**config.mk**
```make
export PLATFORM = sky130hd
export DESIGN_NAME = tank_shell_scheduler_flat
export DESIGN_NICKNAME = d
export VERILOG_FILES = /design/src/rtl/tank_shell_scheduler_if.sv /design/src/rtl/tank_shell_scheduler.sv /design/src/flat_wrapper.sv
export SDC_FILE = /design/constraint.sdc
export NUM_CORES = 1
export LEC_CHECK = 0
export CAP_MARGIN = 0
export CORE_UTILIZATION = 35
export DETAILED_ROUTE_END_ITERATION = 6
export PLACE_DENSITY = 0.65
export SLEW_MARGIN = 0
export SYNTH_ARGS = -nofsm -noshare
export SYNTH_HDL_FRONTEND = slang
export SYNTH_SLANG_ARGS = --single-unit
```
**constraint.sdc**
```tcl
create_clock -name frame_clk -period 7.6 [get_ports frame_clk]
set_clock_uncertainty 0.1 [all_clocks]
set_input_delay 1.52 -clock frame_clk [delete_from_list [all_inputs] [get_ports frame_clk]]
set_output_delay 1.52 -clock frame_clk [all_outputs]
set_load 0.01 [all_outputs]
```
**src/rtl/tank_shell_scheduler_if.sv**
```systemverilog
// Spawn-command bus between the shell scheduler and the game logic around it.
// The master side is keyboard/tank/ball logic; the slave side is the scheduler.
interface tank_shell_scheduler_if #(
  parameter int NUM_SLOTS = 4
);
  logic [1:0]           fire_req;
  logic [9:0]           tank0_x;
  logic [9:0]           tank0_y;
  logic [9:0]           tank1_x;
  logic [9:0]           tank1_y;
  logic [1:0]           tank0_dir;
  logic [1:0]           tank1_dir;
  logic [NUM_SLOTS-1:0] hit;

  logic                 spawn_valid;
  logic [2:0]           spawn_slot;
  logic                 spawn_owner;
  logic [9:0]           spawn_x;
  logic [9:0]           spawn_y;
  logic [1:0]           spawn_dir;
  logic [NUM_SLOTS-1:0] slot_busy;
  logic [NUM_SLOTS-1:0] slot_owner;

  modport master (
    output fire_req, tank0_x, tank0_y, tank1_x, tank1_y, tank0_dir, tank1_dir, hit,
    input  spawn_valid, spawn_slot, spawn_owner, spawn_x, spawn_y, spawn_dir,
           slot_busy, slot_owner
  );

  modport slave (
    input  fire_req, tank0_x, tank0_y, tank1_x, tank1_y, tank0_dir, tank1_dir, hit,
    output spawn_valid, spawn_slot, spawn_owner, spawn_x, spawn_y, spawn_dir,
           slot_busy, slot_owner
  );
endinterface

```
**src/rtl/tank_shell_scheduler.sv**
```systemverilog
// Round-robin shell slot allocator for two tanks: per-player quota and cooldown,
// one registered spawn command per grant, per-slot lifetime down-counters.
module tank_shell_scheduler #(
  parameter int NUM_SLOTS = 4,
  parameter int LIFETIME  = 120,
  parameter int COOLDOWN  = 30,
  parameter int OFFSET    = 8,
  parameter int X_MIN     = 1,
  parameter int X_MAX     = 639,
  parameter int Y_MIN     = 1,
  parameter int Y_MAX     = 479
) (
  input logic                   frame_clk,
  input logic                   Reset,
  tank_shell_scheduler_if.slave bus
);
  localparam int QUOTA = NUM_SLOTS / 2;
  localparam int CNT_W = $clog2(NUM_SLOTS + 1);

  logic [1:0]                fire_prev_q, fire_prev_d;
  logic [1:0]                pending_q, pending_d;
  logic                      rr_q, rr_d;
  logic [1:0][7:0]           cooldown_q, cooldown_d;
  logic [NUM_SLOTS-1:0]      busy_q, busy_d;
  logic [NUM_SLOTS-1:0]      owner_q, owner_d;
  logic [NUM_SLOTS-1:0][7:0] life_q, life_d;
  logic                      spawn_valid_q, spawn_valid_d;
  logic                      spawn_owner_q, spawn_owner_d;
  logic [2:0]                spawn_slot_q, spawn_slot_d;
  logic [9:0]                spawn_x_q, spawn_x_d;
  logic [9:0]                spawn_y_q, spawn_y_d;
  logic [1:0]                spawn_dir_q, spawn_dir_d;

  logic [1:0][CNT_W-1:0]     owned;
  logic [1:0]                press;
  logic [1:0]                eligible;
  logic                      free_any;
  logic [2:0]                free_idx;
  logic                      grant_any;
  logic                      grant_p;
  logic [9:0]                base_x, base_y;
  logic [1:0]                base_dir;
  int                        pos_x, pos_y;

  function automatic logic [9:0] sat(input int v, input int lo, input int hi);
    if (v < lo) return 10'(lo);
    if (v > hi) return 10'(hi);
    return 10'(v);
  endfunction

  always_comb begin
    owned    = '0;
    free_any = 1'b0;
    free_idx = '0;
    // Scan high to low so the last free slot seen is the lowest index.
    for (int s = NUM_SLOTS - 1; s >= 0; s--) begin
      if (busy_q[s]) begin
        owned[owner_q[s]] = owned[owner_q[s]] + CNT_W'(1);
      end else begin
        free_any = 1'b1;
        free_idx = 3'(s);
      end
    end

    press    = bus.fire_req & ~fire_prev_q;
    eligible = '0;
    for (int p = 0; p < 2; p++) begin
      eligible[p] = pending_q[p] && (owned[p] < CNT_W'(QUOTA)) && free_any;
    end
    grant_any = |eligible;
    grant_p   = (&eligible) ? rr_q : eligible[1];

    base_x   = grant_p ? bus.tank1_x   : bus.tank0_x;
    base_y   = grant_p ? bus.tank1_y   : bus.tank0_y;
    base_dir = grant_p ? bus.tank1_dir : bus.tank0_dir;
    pos_x    = int'(base_x);
    pos_y    = int'(base_y);
    case (base_dir)
      2'd0:    pos_y = pos_y - OFFSET;
      2'd1:    pos_x = pos_x - OFFSET;
      2'd2:    pos_y = pos_y + OFFSET;
      default: pos_x = pos_x + OFFSET;
    endcase

    fire_prev_d = bus.fire_req;
    rr_d        = grant_any ? ~grant_p : rr_q;

    pending_d  = '0;
    cooldown_d = cooldown_q;
    for (int p = 0; p < 2; p++) begin
      // Only a tie loser is eligible and ungranted; it keeps its request.
      pending_d[p] = (press[p] && cooldown_q[p] == 8'd0) ||
                     (eligible[p] && !(grant_any && grant_p == 1'(p)));
      if (grant_any && grant_p == 1'(p)) begin
        cooldown_d[p] = 8'(COOLDOWN);
      end else if (cooldown_q[p] != 8'd0) begin
        cooldown_d[p] = cooldown_q[p] - 8'd1;
      end
    end

    busy_d  = busy_q;
    owner_d = owner_q;
    life_d  = life_q;
    for (int s = 0; s < NUM_SLOTS; s++) begin
      if (busy_q[s]) begin
        if (bus.hit[s] || life_q[s] == 8'd1) begin
          busy_d[s] = 1'b0;
          life_d[s] = 8'd0;
        end else begin
          life_d[s] = life_q[s] - 8'd1;
        end
      end
      if (grant_any && free_idx == 3'(s)) begin
        busy_d[s]  = 1'b1;
        owner_d[s] = grant_p;
        life_d[s]  = 8'(LIFETIME);
      end
    end

    spawn_valid_d = grant_any;
    spawn_slot_d  = spawn_slot_q;
    spawn_owner_d = spawn_owner_q;
    spawn_x_d     = spawn_x_q;
    spawn_y_d     = spawn_y_q;
    spawn_dir_d   = spawn_dir_q;
    if (grant_any) begin
      spawn_slot_d  = free_idx;
      spawn_owner_d = grant_p;
      spawn_x_d     = sat(pos_x, X_MIN, X_MAX);
      spawn_y_d     = sat(pos_y, Y_MIN, Y_MAX);
      spawn_dir_d   = base_dir;
    end
  end

  always_ff @(posedge frame_clk or posedge Reset) begin
    if (Reset) begin
      fire_prev_q   <= 2'b11;
      pending_q     <= '0;
      rr_q          <= 1'b0;
      cooldown_q    <= '0;
      busy_q        <= '0;
      owner_q       <= '0;
      life_q        <= '0;
      spawn_valid_q <= 1'b0;
      spawn_slot_q  <= '0;
      spawn_owner_q <= 1'b0;
      spawn_x_q     <= '0;
      spawn_y_q     <= '0;
      spawn_dir_q   <= '0;
    end else begin
      fire_prev_q   <= fire_prev_d;
      pending_q     <= pending_d;
      rr_q          <= rr_d;
      cooldown_q    <= cooldown_d;
      busy_q        <= busy_d;
      owner_q       <= owner_d;
      life_q        <= life_d;
      spawn_valid_q <= spawn_valid_d;
      spawn_slot_q  <= spawn_slot_d;
      spawn_owner_q <= spawn_owner_d;
      spawn_x_q     <= spawn_x_d;
      spawn_y_q     <= spawn_y_d;
      spawn_dir_q   <= spawn_dir_d;
    end
  end

  assign bus.spawn_valid = spawn_valid_q;
  assign bus.spawn_slot  = spawn_slot_q;
  assign bus.spawn_owner = spawn_owner_q;
  assign bus.spawn_x     = spawn_x_q;
  assign bus.spawn_y     = spawn_y_q;
  assign bus.spawn_dir   = spawn_dir_q;
  assign bus.slot_busy   = busy_q;
  assign bus.slot_owner  = owner_q;
endmodule

```
**src/flat_wrapper.sv**
```systemverilog
// flat-port wrapper written by rule: the top's interface ports become plain ports
module tank_shell_scheduler_flat 
#(
  parameter int NUM_SLOTS = 4,
  parameter int LIFETIME  = 120,
  parameter int COOLDOWN  = 30,
  parameter int OFFSET    = 8,
  parameter int X_MIN     = 1,
  parameter int X_MAX     = 639,
  parameter int Y_MIN     = 1,
  parameter int Y_MAX     = 479
)
  (frame_clk, Reset, bus_fire_req, bus_tank0_x, bus_tank0_y, bus_tank1_x, bus_tank1_y, bus_tank0_dir, bus_tank1_dir, bus_hit, bus_spawn_valid, bus_spawn_slot, bus_spawn_owner, bus_spawn_x, bus_spawn_y, bus_spawn_dir, bus_slot_busy, bus_slot_owner);
  tank_shell_scheduler_if #(.NUM_SLOTS(NUM_SLOTS)) bus_i ();
  input logic frame_clk;
  input logic Reset;
  input wire logic [$bits(bus_i.fire_req)-1:0] bus_fire_req;
  input wire logic [$bits(bus_i.tank0_x)-1:0] bus_tank0_x;
  input wire logic [$bits(bus_i.tank0_y)-1:0] bus_tank0_y;
  input wire logic [$bits(bus_i.tank1_x)-1:0] bus_tank1_x;
  input wire logic [$bits(bus_i.tank1_y)-1:0] bus_tank1_y;
  input wire logic [$bits(bus_i.tank0_dir)-1:0] bus_tank0_dir;
  input wire logic [$bits(bus_i.tank1_dir)-1:0] bus_tank1_dir;
  input wire logic [$bits(bus_i.hit)-1:0] bus_hit;
  output wire logic [$bits(bus_i.spawn_valid)-1:0] bus_spawn_valid;
  output wire logic [$bits(bus_i.spawn_slot)-1:0] bus_spawn_slot;
  output wire logic [$bits(bus_i.spawn_owner)-1:0] bus_spawn_owner;
  output wire logic [$bits(bus_i.spawn_x)-1:0] bus_spawn_x;
  output wire logic [$bits(bus_i.spawn_y)-1:0] bus_spawn_y;
  output wire logic [$bits(bus_i.spawn_dir)-1:0] bus_spawn_dir;
  output wire logic [$bits(bus_i.slot_busy)-1:0] bus_slot_busy;
  output wire logic [$bits(bus_i.slot_owner)-1:0] bus_slot_owner;
  assign bus_i.fire_req = bus_fire_req;
  assign bus_i.tank0_x = bus_tank0_x;
  assign bus_i.tank0_y = bus_tank0_y;
  assign bus_i.tank1_x = bus_tank1_x;
  assign bus_i.tank1_y = bus_tank1_y;
  assign bus_i.tank0_dir = bus_tank0_dir;
  assign bus_i.tank1_dir = bus_tank1_dir;
  assign bus_i.hit = bus_hit;
  assign bus_spawn_valid = bus_i.spawn_valid;
  assign bus_spawn_slot = bus_i.spawn_slot;
  assign bus_spawn_owner = bus_i.spawn_owner;
  assign bus_spawn_x = bus_i.spawn_x;
  assign bus_spawn_y = bus_i.spawn_y;
  assign bus_spawn_dir = bus_i.spawn_dir;
  assign bus_slot_busy = bus_i.slot_busy;
  assign bus_slot_owner = bus_i.slot_owner;
  tank_shell_scheduler #(.NUM_SLOTS(NUM_SLOTS), .LIFETIME(LIFETIME), .COOLDOWN(COOLDOWN), .OFFSET(OFFSET), .X_MIN(X_MIN), .X_MAX(X_MAX), .Y_MIN(Y_MIN), .Y_MAX(Y_MAX)) u_core (.frame_clk(frame_clk), .Reset(Reset), .bus(bus_i));
endmodule
```
# Word-level counts from Yosys, hierarchy flattened
# Cells that the tools add are included.
# Widths: inputs -> output; s select.
# op_classes
add_sub_neg	14
mul	0
div_mod_pow	0
n_lt_le_gt_ge	14
n_eq_ne	9
shift	0
muxes	82
bitwise	4
n_reduce_logical	41
# ops
operator	count
$mux 8	16
$pmux 32 s2	2
$mux 10	10
$lt 32x2->1 const B	2
$sub 8x1->8 const B	6
$mux 3	11
$eq 8x1->1 const B	4
$gt 32x10->1 const B	1
$gt 32x11->1 const B	1
$mux 1	27
$mux 6	4
$add 10x4->11 const B	2
$sub 10x4->11 const B	2
$bwmux 6	3
$logic_and 1x1->1	18
$logic_not 8->1	2
$reduce_bool 8->1	2
$add 3x1->3 const B	4
$demux 3 s1	4
$reduce_bool 2->1	6
$mux 2	5
$lt 1x2->1 const B	4
$and 6x6->6	1
$eq 2x2->1 const B	3
other kinds (12)	24
# totals
ff_bits	88
latch_bits	0
mem_bits_rw	0
romBits	0
output_inout_bits	35
wordCells	184
n_memories	0

# Longest topological paths before layout
# Gate-level depths: netlist (run 1).
# logic_depth
ltp_word	37
mapped_depth	31
depth_no_buf	27

# Worst setup path before layout (run 1)
# OpenSTA, ideal clock, no wires.
# synth_path
path_type	reg-to-reg
from	register u_core.busy_q[3] (netlist: u_core.bus.slot_busy[3])
to	register u_core.spawn_y_q[0] (netlist: u_core.bus.spawn_y[0])
arrival_time_ns	6.234
required_time_ns	7.412
setup_slack_ns	1.177
path_stages_with_launch	32
n_path_buf	6
synth_period_minus_slack_ns	6.423
path_cell_list	dfrtp_1 -> clkbuf_1 -> inv_1 -> nor2_1 -> xnor2_1 -> mux2_2 -> ha_1 -> nand2_1 -> o21ai_0 -> a22oi_1 -> o31ai_1 -> ha_1 -> nand4b_1 -> a211oi_1 -> a2bb2oi_2 -> nor2_2 -> buf_6 -> buf_4 -> clkbuf_1 -> clkbuf_1 -> nand2_1 -> o21ai_0 -> ha_1 -> clkbuf_1 -> nand4_1 -> a21oi_1 -> xnor2_1 -> mux2i_1 -> or4_1 -> nor4_4 -> a22oi_1 -> a41oi_1
# synth_via
elab_chain_len	30
elab_cells_between_ends	46
classes_between	add/sub: 5; order compare: 4; eq/ne: 1; mux: 29; reduce/logical: 7
# synth_rtl
item	line	source
from (decl)	tank_shell_scheduler.sv:24	logic [NUM_SLOTS-1:0] busy_q, busy_d;
from (signal assigned)	tank_shell_scheduler.sv:155	busy_q <= busy_d;
$mux 6	tank_shell_scheduler.sv:57	if (busy_q[s]) begin
$mux 3 (not written as such) (2 in series)	tank_shell_scheduler.sv:58	owned[owner_q[s]] = owned[owner_q[s]] + CNT_W'(1);
$add 3x1->3	tank_shell_scheduler.sv:58	
$bwmux 6	tank_shell_scheduler.sv:58	
$mux 6	tank_shell_scheduler.sv:57	
$mux 3 (not written as such) (2 in series)	tank_shell_scheduler.sv:58	
$add 3x1->3	tank_shell_scheduler.sv:58	
$bwmux 6	tank_shell_scheduler.sv:58	
(+11 left out)	-	
$mux 10 / $mux 2 (equally long branches)	tank_shell_scheduler.sv:74, tank_shell_scheduler.sv:75	
$add 10x4->11 (tied with other cells)	tank_shell_scheduler.sv:81	2'd2: pos_y = pos_y + OFFSET;
$pmux 32 s2	tank_shell_scheduler.sv:78	case (base_dir)
$gt 32x10->1	tank_shell_scheduler.sv:47	if (v > hi) return 10'(hi);
$mux 1 (2 in series)	tank_shell_scheduler.sv:47	
$mux 1	tank_shell_scheduler.sv:126	if (grant_any) begin
$mux 10	tank_shell_scheduler.sv:48	return 10'(v);
$mux 10	tank_shell_scheduler.sv:47	
to (signal assigned)	tank_shell_scheduler.sv:162	spawn_y_q <= spawn_y_d;
to (decl)	tank_shell_scheduler.sv:31	logic [9:0] spawn_y_q, spawn_y_d;
# Several ways; a longest one is shown, not always the timed one. The select of a mux whose other input is x is not followed.
# A chain may end at the register's enable or synchronous reset.

# Worst setup path after layout (run 1)
# Ends and elaborated chain as after synthesis.

==> summary.txt, run 1 <==
Power
  • Sequential cell fraction of total power: about 41%
  • Power per standard cell area: 248 nW/um2
  • Design internal power: around 1200 uW
  • Switching power total: approximately 600 uW
  • Net switching fraction of the power: about a third
  • Part of the total power dissipated in combinational logic: a little under a third
  • Overall power after layout: approximately 1800 uW
  • Portion of total power attributed to the clock network: between 20% and 30%
  • Peak supply drop: approximately 0.13 mV
  • Leakage power summed over all cells: roughly 0.0030 uW

Worst setup path
  • Most prevalent standard cell on the critical path: ha_1
  • Worst-path maximum fanout: 22
  • Worst-path cell with the longest stage delay: dfrtp_1
  • Kind of capture point of the worst setup path: register
  • Data required time at the worst endpoint: 7770 ps
  • Critical path startpoint category: register
  • Longest individual stage delay on the worst path: about 610 ps
  • Buffering stage count on the worst path with inverters included: 2
  • Category of the most critical setup path: register to register
  • Arrival time of the worst setup path: slightly below 7000 ps
  • Dominant delay contributor by cell family on the critical path: simple AND/OR/NAND/NOR gates

Yosys
  • Post-synthesis area per instance: 8.64 um2
  • Post-synthesis cell type count: 81
  • Number of synthesized register bits: a little under 90
  • Fraction of synthesized cell area taken by the top area cell type: between 30 and 40%
  • EDFF count, synth: 0
  • Leading area contributor after synthesis: dfrtp_1
  • Top post-synthesis cells by area: dfrtp_1 36%, o21ai_0 5.0%, nand2_1 4.4%
  • Synth Warn #: 0
  • Post-synthesis sequential area ratio: 36.5%
  • Syn Nets: ~760
  • Fraction of synthesis flops using an asynchronous set or reset pin: 100%
  • Post-synthesis instance area: about 6000 um2
  • Leading register cell type out of synthesis: dfrtp_1
  • Instance count of the mapped netlist: a little under 700

Global route
  • Met2 usage in global routing: between 20% and 30%
  • First-pass GRT wire length: 25.0 mm
  • Overall overflow remaining after global route: 0
  • Via count of the first global-routing pass: approximately 4900
  • Global-route total usage across every layer: roughly 18%
  • Met3 layer usage reported by global route: under 10%
  • GRT Max-Usage Layer: met2
  • Pin count of the biggest net entering global routing: 48
  • Met1 track utilization from global routing: ~25%
  • Initial antenna violation count: 0

Clock network
  • Buffers from clock root to sink, at most: 2
  • Clock latency at the later pin of the worst-skew pair: ~350 ps
  • Sink count of the clock tree: 87
  • Maximum level of the CTS H-tree: 3
  • Cts-stage hold buffer count: 0
  • Cts repair resizes: 0
  • CTS tree: built
  • Clock edge transition at the registers on the reported setup and hold paths: around 70 ps
  • Post-CTS repair timing setup buffer count: 0
  • Num CTS Buffers: 9
  • Library cell used as clock root buffer: clkbuf_16

Floorplan
  • Row cnt: 47
  • Initial Utilization: between 30 and 40%
  • Core region area: between 15000 and 20000 um2
  • Width of the die: between 100 and 150 um
  • Boundary Pins: slightly below 90
  • Vertical die dimension: approximately 130 um
  • Overall die area: ~18000 um2

STA
  • Number of hold violations in the final report: 0
  • Final slew viol count: 0
  • Crit path setup slack, layout: between 1000 and 1500 ps
  • Slew at the pin closest to its max-slew limit: 913 ps
  • Final Cycle Share: around 87%
  • Max Clock Freq: between 150 and 200 MHz
  • Final-report setup violation count: 0
  • Headroom to the max-slew limit: 38.6%
  • Unrepaired setup endpoints after global routing: no
  • Final Critical Period: 6580 ps
  • Post-route setup TNS: 0 ps

Routing
  • Drc violations: 0
  • Post-detailed-route via-to-cell ratio: roughly 5.6
  • Antenna violation net count after detailed routing: 0
  • Count of vias placed by the detailed router: between 5000 and 6000
  • DRC marker count from the first detailed-route iteration: approximately 350
  • Average detailed-routed wire length per instance: around 16 um
  • Length of the first detailed-routing pass in iterations: 7
  • Detailed-route wire length: around 15 mm

Cells and area
  • Final layout net count: slightly above 800
  • Layout cells sized above 1: about 7%
  • Reg area: roughly 2200 um2
  • Diodes inserted: 0
  • Top library cells by usage in the layout, fill and taps aside: 85 x clkdlybuf4s50_1, 85 x dfrtp_1, 70 x nand2_1
  • Layout area overhead: 22.2%
  • Area of the multi-input gates: around 3500 um2
  • Number of filler cells placed in the layout: approximately 1600

Placed design
  • Count of buffers inserted at the top-level ports: between 80 and 90
  • Gpl congestion: approximately 0.85
  • Setup Slack @ Placement: approximately 1100 ps
  • Final HPWL from detailed placement: between 10 and 15 mm

Run status
  • Status: finished clean

Flow run
  • Number of maximum-capacitance constraint violations: 0

Min path
  • Type of the tightest min-delay check: register to register
## worst paths after layout
path | startpoint | endpoint | slack [ps] | cells past startpoint
setup / recovery | u_core.bus.slot_busy[3] | u_core.bus.spawn_y[0] | 1020 | 25
hold / removal | u_core.bus.spawn_x[5] | u_core.bus.spawn_x[5] | 370 | 1
setup reg to reg | u_core.bus.slot_busy[3] | u_core.bus.spawn_y[0] | 1020 | 25
hold reg to reg | u_core.bus.spawn_x[5] | u_core.bus.spawn_x[5] | 370 | 1
max in group asynchronous | Reset | u_core.rr_q | 4880 | 3
min in group asynchronous | Reset | u_core.life_q[12] | 1480 | 2
## per-layer routing
metal	routed length, um	up-vias
li1	-	2668
met1	7420	2614
met2	6890	149
met3	767	15
met4	184	0
met5	0	-
## Yosys cell counts, types with 8 or more instances
| cell type | count |
|---|---|
| nand3_1 | 16 |
| xnor2_1 | 21 |
| o21ai_0 | 59 |
| or3_1 | 9 |
| nand4_1 | 14 |
| ha_1 | 17 |
| dfrtp_1 | 85 |
| nor4_1 | 8 |
| nand3b_1 | 8 |
| nor2_1 | 55 |
| a21oi_1 | 36 |
| nor3_1 | 31 |
| clkbuf_1 | 21 |
| inv_1 | 38 |
| o211ai_1 | 8 |
| nand2_1 | 70 |
| xor2_1 | 12 |
| mux2i_1 | 19 |
| nand2b_1 | 10 |
| a31oi_1 | 10 |
## power groups by stage
stage          registers (uW)  clock network, uW  logic (uW)
4_1_cts                   741                507         579
2_1_floorplan             742                  0         337
6_report                  741                493         574
5_1_grt                   764                523         645
3_3_place_gp              745                  0         569
3_5_place_dp              745                  0         579
## per-stage QoR
| step | std cells | area, um2 | hold slack, ps | utilization, % |
|---|---|---|---|---|
| floorplan | 690 | 5960 | 342 | - |
| global placement | 965 | 6950 | 361 | 41.9 |
| detailed placement | 965 | 6950 | 365 | 41.9 |
| CTS | 981 | 7290 | 380 | 43.9 |
| global route | 981 | 7290 | 402 | 43.9 |
| finish | 981 | 7290 | 375 | 43.9 |
## final cells by class
| class | count | share of cell area (%) |
|---|---|---|
| sequential | 87 | 29.9 |
| timing repair buffer | 89 | 12.1 |
| clock inverter | 5 | 1.10 |
| tap | 220 | 3.78 |
| multi-input combinational | 531 | 47.7 |
| clock buffer | 11 | 3.47 |
| inverter | 38 | 1.97 |
## logic make-up (layout without fill, tap and decap cells)
kind of cell / count (synthesis) / count (layout) / synth area share [%]
buffers and inverters: 72 / 143 / 5.31
adders and majority gates: 17 / 17 / 3.57
xor gates and xnor gates: 34 / 34 / 5.12
DFF: 87 / 87 / 36.5
AOI/OAI and AO/OA: 191 / 191 / 22.4
other: 1 / 1 / 0.0629
and+or+nand+nor: 265 / 265 / 23.0
muxes: 23 / 23 / 4.01
## sequential cells by signal, indices dropped and copies added (netlist names)
signal,cells
u_core.cooldown_q,16
u_core.bus.spawn_slot,2
u_core.fire_prev_q,2
u_core.rr_q,1
u_core.bus.spawn_y,10
u_core.bus.slot_owner,4
u_core.bus.slot_busy,4
u_core.bus.spawn_dir,2
u_core.bus.spawn_x,10
u_core.life_q,32
u_core.pending_q,2
u_core.bus.spawn_valid,1
u_core.bus.spawn_owner,1
Note: power is estimated with default switching activity, not from simulation.
==> inputs of run 2 (changes only) <==
--- a/config.mk
+++ b/config.mk
@@ -7,9 +7,9 @@
 export LEC_CHECK = 0
 export CAP_MARGIN = 0
 export CORE_UTILIZATION = 35
+export CTS_CLUSTER_DIAMETER = 150
 export DETAILED_ROUTE_END_ITERATION = 6
 export PLACE_DENSITY = 0.65
-export SLEW_MARGIN = 0
 export SYNTH_ARGS = -nofsm -noshare
 export SYNTH_HDL_FRONTEND = slang
 export SYNTH_SLANG_ARGS = --single-unit
==> results of run 2 <==
Same layout as run 1: the final DEF is identical, and so are final timing and power.
==> inputs of run 3 (changes only) <==
--- a/config.mk
+++ b/config.mk
@@ -8,6 +8,7 @@
 export CAP_MARGIN = 0
 export CORE_UTILIZATION = 35
 export CTS_CLUSTER_DIAMETER = 150
+export CTS_CLUSTER_SIZE = 20
 export DETAILED_ROUTE_END_ITERATION = 6
 export PLACE_DENSITY = 0.65
 export SYNTH_ARGS = -nofsm -noshare
==> results of run 3 <==
Same layout as run 1: the final DEF is identical, and so are final timing and power.
